===== src/rtl/vec_packer_if.sv =====
// Sample-in / vector-out stream bundle for vec_packer.
// The packer takes the slave view; the source/sink driving it takes the master view.
interface vec_packer_if #(
  parameter int unsigned WIDTH = 8,
  parameter int unsigned SIZE  = 2
);
  localparam int unsigned N = 2 ** SIZE;

  logic                 s_valid;
  logic                 s_ready;
  logic [WIDTH-1:0]     s_data;
  logic                 s_last;
  logic                 m_valid;
  logic                 m_ready;
  logic [N*WIDTH-1:0]   m_data;
  logic [SIZE:0]        m_count;

  modport master (
    output s_valid, s_data, s_last, m_ready,
    input  s_ready, m_valid, m_data, m_count
  );

  modport slave (
    input  s_valid, s_data, s_last, m_ready,
    output s_ready, m_valid, m_data, m_count
  );
endinterface


===== src/rtl/vec_packer.sv =====
// Stream-to-vector packer: gathers up to 2**SIZE WIDTH-bit samples into one lane vector,
// with a fill buffer in front of a registered output so input can continue while a vector waits.
module vec_packer #(
  parameter int unsigned WIDTH = 8,
  parameter int unsigned SIZE  = 2
) (
  input logic         clk,
  input logic         rst_n,
  vec_packer_if.slave bus
);
  localparam int unsigned N = 2 ** SIZE;

  typedef enum logic [0:0] {StFill, StHold} state_e;

  state_e               state_q, state_d;
  logic [SIZE-1:0]      idx_q, idx_d;
  logic [N*WIDTH-1:0]   buf_q, buf_d;
  logic [SIZE:0]        hold_count_q, hold_count_d;
  logic                 m_valid_q, m_valid_d;
  logic [N*WIDTH-1:0]   m_data_q, m_data_d;
  logic [SIZE:0]        m_count_q, m_count_d;

  logic                 in_beat, close, out_free;
  logic [SIZE:0]        close_count;
  logic [N*WIDTH-1:0]   packed_vec;

  assign bus.s_ready = (state_q == StFill);
  assign bus.m_valid = m_valid_q;
  assign bus.m_data  = m_data_q;
  assign bus.m_count = m_count_q;

  assign in_beat     = bus.s_valid && (state_q == StFill);
  assign close       = in_beat && ((idx_q == SIZE'(N - 1)) || bus.s_last);
  assign out_free    = !m_valid_q || bus.m_ready;
  assign close_count = (SIZE + 1)'(idx_q) + (SIZE + 1)'(1);

  // Closing vector: buffered lanes below idx, the new sample at idx, zeros above.
  always_comb begin
    packed_vec = '0;
    for (int i = 0; i < N; i++) begin
      if (SIZE'(i) < idx_q) begin
        packed_vec[i*WIDTH +: WIDTH] = buf_q[i*WIDTH +: WIDTH];
      end else if (SIZE'(i) == idx_q) begin
        packed_vec[i*WIDTH +: WIDTH] = bus.s_data;
      end
    end
  end

  always_comb begin
    state_d      = state_q;
    idx_d        = idx_q;
    buf_d        = buf_q;
    hold_count_d = hold_count_q;
    m_valid_d    = m_valid_q;
    m_data_d     = m_data_q;
    m_count_d    = m_count_q;

    if (m_valid_q && bus.m_ready) begin
      m_valid_d = 1'b0;
    end

    case (state_q)
      StFill: begin
        if (in_beat) begin
          if (close) begin
            idx_d = '0;
            if (out_free) begin
              m_data_d  = packed_vec;
              m_count_d = close_count;
              m_valid_d = 1'b1;
              buf_d     = '0;
            end else begin
              // Output still occupied: park the finished vector and stall the input.
              buf_d        = packed_vec;
              hold_count_d = close_count;
              state_d      = StHold;
            end
          end else begin
            buf_d[idx_q*WIDTH +: WIDTH] = bus.s_data;
            idx_d                       = idx_q + 1'b1;
          end
        end
      end
      StHold: begin
        if (m_valid_q && bus.m_ready) begin
          m_data_d  = buf_q;
          m_count_d = hold_count_q;
          m_valid_d = 1'b1;
          buf_d     = '0;
          state_d   = StFill;
        end
      end
      default: state_d = StFill;
    endcase
  end

  always_ff @(posedge clk or negedge rst_n) begin
    if (!rst_n) begin
      state_q      <= StFill;
      idx_q        <= '0;
      buf_q        <= '0;
      hold_count_q <= '0;
      m_valid_q    <= 1'b0;
      m_data_q     <= '0;
      m_count_q    <= '0;
    end else begin
      state_q      <= state_d;
      idx_q        <= idx_d;
      buf_q        <= buf_d;
      hold_count_q <= hold_count_d;
      m_valid_q    <= m_valid_d;
      m_data_q     <= m_data_d;
      m_count_q    <= m_count_d;
    end
  end
endmodule


===== src/flat_wrapper.sv =====
// flat-port wrapper written by rule: the top's interface ports become plain ports
module vec_packer_flat 
#(
  parameter int unsigned WIDTH = 8,
  parameter int unsigned SIZE  = 2
)
  (clk, rst_n, bus_s_valid, bus_s_data, bus_s_last, bus_m_ready, bus_s_ready, bus_m_valid, bus_m_data, bus_m_count);
  vec_packer_if #(.WIDTH(WIDTH), .SIZE(SIZE)) bus_i ();
  input logic clk;
  input logic rst_n;
  input wire logic [$bits(bus_i.s_valid)-1:0] bus_s_valid;
  input wire logic [$bits(bus_i.s_data)-1:0] bus_s_data;
  input wire logic [$bits(bus_i.s_last)-1:0] bus_s_last;
  input wire logic [$bits(bus_i.m_ready)-1:0] bus_m_ready;
  output wire logic [$bits(bus_i.s_ready)-1:0] bus_s_ready;
  output wire logic [$bits(bus_i.m_valid)-1:0] bus_m_valid;
  output wire logic [$bits(bus_i.m_data)-1:0] bus_m_data;
  output wire logic [$bits(bus_i.m_count)-1:0] bus_m_count;
  assign bus_i.s_valid = bus_s_valid;
  assign bus_i.s_data = bus_s_data;
  assign bus_i.s_last = bus_s_last;
  assign bus_i.m_ready = bus_m_ready;
  assign bus_s_ready = bus_i.s_ready;
  assign bus_m_valid = bus_i.m_valid;
  assign bus_m_data = bus_i.m_data;
  assign bus_m_count = bus_i.m_count;
  vec_packer #(.WIDTH(WIDTH), .SIZE(SIZE)) u_core (.clk(clk), .rst_n(rst_n), .bus(bus_i));
endmodule

===== config.mk =====
export PLATFORM = sky130hd
export DESIGN_NAME = vec_packer_flat
export DESIGN_NICKNAME = d
export VERILOG_FILES = /design/src/rtl/vec_packer_if.sv /design/src/rtl/vec_packer.sv /design/src/flat_wrapper.sv
export SDC_FILE = /design/constraint.sdc
export NUM_CORES = 1
export LEC_CHECK = 0
export ABC_AREA = 1
export CORE_MARGIN = 1
export CORE_UTILIZATION = 60
export DETAILED_ROUTE_END_ITERATION = 6
export DONT_BUFFER_PORTS = 1
export GPL_TIMING_DRIVEN = 0
export PLACE_DENSITY = 0.76
export SYNTH_ARGS = -nofsm -noshare
export SYNTH_HDL_FRONTEND = slang
export SYNTH_SLANG_ARGS = --single-unit
export TNS_END_PERCENT = 50

===== constraint.sdc =====
create_clock -name clk -period 4.7 [get_ports clk]
set_input_delay 0.94 -clock clk [delete_from_list [all_inputs] [get_ports clk]]
set_output_delay 0.94 -clock clk [all_outputs]
set_load 0.05 [all_outputs]

Word level (Yosys, flattened, before mapping)
Cells that the tools add are included.
{"block": "op_classes", "n_lt_le_gt_ge": 4, "mux": 36, "n_shift": 2, "add_sub_neg": 3, "eq_ne": 8, "n_reduce_logical": 11, "bitwise": 2}
{"cell": "32-bit 2-to-1 mux", "n": 8}
{"cell": "32-bit one-hot mux with 2 select lines", "n": 2}
{"cell": "8-bit 2-to-1 mux", "n": 8}
{"cell": "5-bit negator with 34-bit output", "n": 1}
{"cell": "8-bit by 34-bit variable shift with 32-bit output (first input constant)", "n": 1}
{"cell": "8-bit by 34-bit indexed part select with 32-bit output", "n": 1}
{"cell": "32-bit bitwise mux", "n": 1}
{"cell": "3-bit 2-to-1 mux", "n": 4}
{"cell": "1-bit 2-to-1 mux", "n": 9}
{"cell": "4-bit AND reduction", "n": 2}
{"cell": "2-bit by 1-bit != test with 1-bit output (second input constant)", "n": 3}
{"cell": "3-bit one-hot mux with 2 select lines", "n": 1}
{"cell": "2-bit equality test (first input constant)", "n": 2}
{"cell": "1-bit by 2-bit less-than comparator with 1-bit output (first input constant)", "n": 2}
{"cell": "2-bit less-than comparator (first input constant)", "n": 2}
{"cell": "1-bit one-hot mux with 2 select lines", "n": 2}
{"cell": "2-bit AND reduction", "n": 2}
{"cell": "2-bit by 1-bit adder with 3-bit output (second input constant)", "n": 1}
{"cell": "1-bit logical AND", "n": 3}
{"cell": "2-bit by 1-bit adder with 2-bit output (second input constant)", "n": 1}
{"cell": "1-bit by 2-bit equality test with 1-bit output (first input constant)", "n": 1}
{"cell": "2-bit equality test (second input constant)", "n": 1}
{"cell": "2-bit logical NOT", "n": 1}
{"cell": "1-bit logical OR", "n": 2}
{"cell": "other kinds (4)", "n": 5}
{"block": "totals", "inputBits": 13, "ff_bits": 74, "wordCells": 73}

Longest topological paths before layout
{"block": "logic_depth", "word_depth": 7, "mapped_depth": 11, "depth_no_buf": 9}

Worst setup path before layout
OpenSTA, ideal clock, no wires.
{"block": "synth_timing", "path_type": "register -> output", "start": "register u_core.state_q", "end": "output port bus_s_ready", "arrival_time_ns": 1.199, "setup_slack_ns": 2.561, "path_stages_with_launch": 5, "path_cell_list": "dfrtp_1 > buf_4 > inv_1 > buf_2 > buf_2"}
{"block": "synth_between", "elab_chain_cells": 1}
{"item": "from (decl)", "line_no": "vec_packer.sv:15", "rtl": "state_e state_q, state_d;"}
{"item": "from (signal assigned)", "line_no": "vec_packer.sv:99", "rtl": "state_q <= StFill;"}
{"item": "from (signal assigned)", "line_no": "vec_packer.sv:107", "rtl": "state_q <= state_d;"}
{"item": "1-bit NOT (no line)"}
{"item": "to (decl)", "line_no": "flat_wrapper.sv:15", "rtl": "output wire logic [$bits(bus_i.s_ready)-1:0] bus_s_ready;"}
Every way passes these cells.

Worst setup path after layout
Same ends and word-level chain as after synthesis.

==> run_results.csv <==
group,metric,value,unit
floorplan,rows,30,
clock_tree,htreeDepth,3,
final_layout,finalNonFillerCells,751,
critical_path,worstPathArrival,1800,ps
grt,grt_use_met3,7.35,%
route,vias,4409,
floorplan,die_height,87.6,µm
sta,fmax,365,MHz
clock_tree,hold_buffers,0,
power,cellLeakagePower,2.44,nW
clock_tree,cts_buffer_depth,2,
synth,avgSynthCellArea,6.88,µm²
synth,synth.largest_area_cell,"dfrtp_1",
synth,syn_nets,658,
synth,synth_cell_types,19,
grt,busiest_layer,"met2",
sta,tns,0,ps
grt,use_met2,54.1,%
clock_tree,cts-root-buf,"clkbuf_8",
place,pre_cts_slack,2220,ps
clock_tree,clkTransAtPathRegs,90,ps
final_layout,n_antenna_cell,0,
sta,drv_slew,0,
sta,whs,265,ps
sta,hold_violations,0,
grt,grt_usage,34.9,%
synth,syn_inst,639,
grt,grt_overflow,0,
critical_path,critPathLaunchType,"flop",
clock_tree,cts_tree,"built",
final_layout,layout_commonest_cell,"nand2_1",
synth,ys_seq_elements,74,
clock_tree,clk_latency,360,ps
place,io_buffer_count,0,
place,place_hpwl,8680,µm
clock_tree,cts_buffers,9,
critical_path,cp-end-kind,"output pin",
route,drt-wirelength-per-cell,16.7,µm
critical_path,worstPathRequired,3760,ps
grt,grt_max_degree,75,
route,wl,12500,µm
sta,finClkSkew,12.0,ps
route,first_pass_iters,5,
clock_tree,clock_sinks,74,
route,drtIter0Drc,429,
sta,fin_crit,2740,ps
clock_tree,cts-resized-gates,0,
critical_path,regToRegSetupSlack,2120,ps
sta,max_slew_margin,62.3,%
sta,fin_ws,1960,ps
final_layout,nNetsFinal,669,
job,maxCapViolations,0,
floorplan,core-area,6940,µm²
status,outcome,"complete, no violations",
grt,use_met1,48.1,%
sta,rsz0062_at_grt,"false",
synth,synth_area_leaders,"dfrtp_1 (42%), nand2_1 (23%), nand3_1 (12%)",
final_layout,drive_gt1_share,7.79,%
synth,syn_area,4400,µm²
power,worst_ir_drop_vdd,0.000435,V
floorplan,ios,50,
power,cellPowerDensity,774,nW/µm²
synth,yosysSeqAreaShare,42.1,%
route,ant_nets,0,
final_layout,syn2layout_area_growth,7.94,%
synth,ys_warn_count,0,
floorplan,die_w,87.6,µm
route,drc_errors,0,
grt,grt_antenna_before_repair,0,
floorplan,floorplan.initialDensity,63.3,%
grt,grt_pass1_vias,3940,
place,globalplace.congestion,1.07,
critical_path,setup.worst_path.class,"reg2out",
route,vias_per_cell,5.87,
grt,grt_pass1_wl,19800,µm
sta,tightest_slew,560,ps
critical_path,critPathMaxFanout,10,
floorplan,die_area,7680,µm²
sta,setup_viol_count_final,0,
final_layout,final_cell_mix,"nand2_1 (267), nand3_1 (108), dfrtp_1 (74), o21ai_0 (61), o21ai_1 (27)",
sta,post-route-period-util,58.2,%
place,dp_cells,735,
hold_path,min-delay-path-class,"in2async",
synth,synth_top_cell_area_share,42.1,%
clock_tree,cts_setup_buffers,0,
cells in the mapped netlist:
cell,n
o21ai_0,61
inv_1,21
nand3_2,2
nor2_4,2
clkinv_1,1
buf_4,9
nand2_4,2
nand3_1,108
nor2_1,26
dfrtp_1,74
nor2_2,2
o211ai_2,2
nand2_1,267
o21ai_1,27
o21ai_4,1
ha_1,6
inv_2,3
buf_2,13
clkbuf_1,12
where the power goes:
group | internal [mW] | total, mW | switching [mW]
clock | 0.328 | 0.575 | 0.246
combinational | 0.464 | 1.58 | 1.11
sequential | 0.891 | 1.52 | 0.631
per-stage QoR:
| step | util [%] | power (mW) | area (µm²) |
|---|---|---|---|
| global route | 68.4 | 3.92 | 4750 |
| detailed placement | 65.1 | 3.07 | 4520 |
| floorplan | - | 2.65 | 4400 |
| global placement | 65.1 | 3.03 | 4520 |
| finish | 68.4 | 3.67 | 4750 |
| CTS | 68.4 | 3.64 | 4750 |
sequential cells by signal, indices dropped and copies added, names as in the netlist:
| signal | count |
|---|---|
| u_core.buf_q | 32 |
| u_core.bus.m_count | 3 |
| u_core.bus.m_data | 32 |
| u_core.bus.m_valid | 1 |
| u_core.hold_count_q | 3 |
| u_core.idx_q | 2 |
| u_core.state_q | 1 |
area by class of cell:
class                      instances  area (µm²)
buffer                            34         178
sequential                        74        1850
multi-input combinational        506        2270
tap                               96         120
inverter                          25        93.8
fill                             611        2200
clock inverter                     4        73.8
clock buffer                      12         155
per-layer routing:
layer  up-vias  routed length (µm)
met2       207                5580
met1      2046                5410
met4         0                 370
met3        37                1170
li1       2119                   -
met5         -                   0
logic make-up after synthesis:
group,count (synthesis),share of synthesized area [%]
compound gates,91,11.0
buf+inv,59,6.17
fa+ha+maj,6,1.71
simple gates,409,39.1
flops,74,42.1
critical path: stages, from the launching register on:
cell and delay [ps]:
dfrtp_1 380, buf_4 170, inv_1 180, buf_2 290, buf_2 400
final timing paths:
path,end,depth (start not counted),from
max,bus_s_ready,4,u_core.state_q
min,u_core.bus.m_data[4],0,rst_n
max reg2reg,u_core.buf_q[11],11,u_core.idx_q[1]
min reg2reg,u_core.buf_q[31],2,u_core.buf_q[31]
max in group asynchronous,u_core.buf_q[19],0,rst_n
min in group clk,u_core.buf_q[31],2,u_core.buf_q[31]
Note: power is estimated with default switching activity, not from simulation.
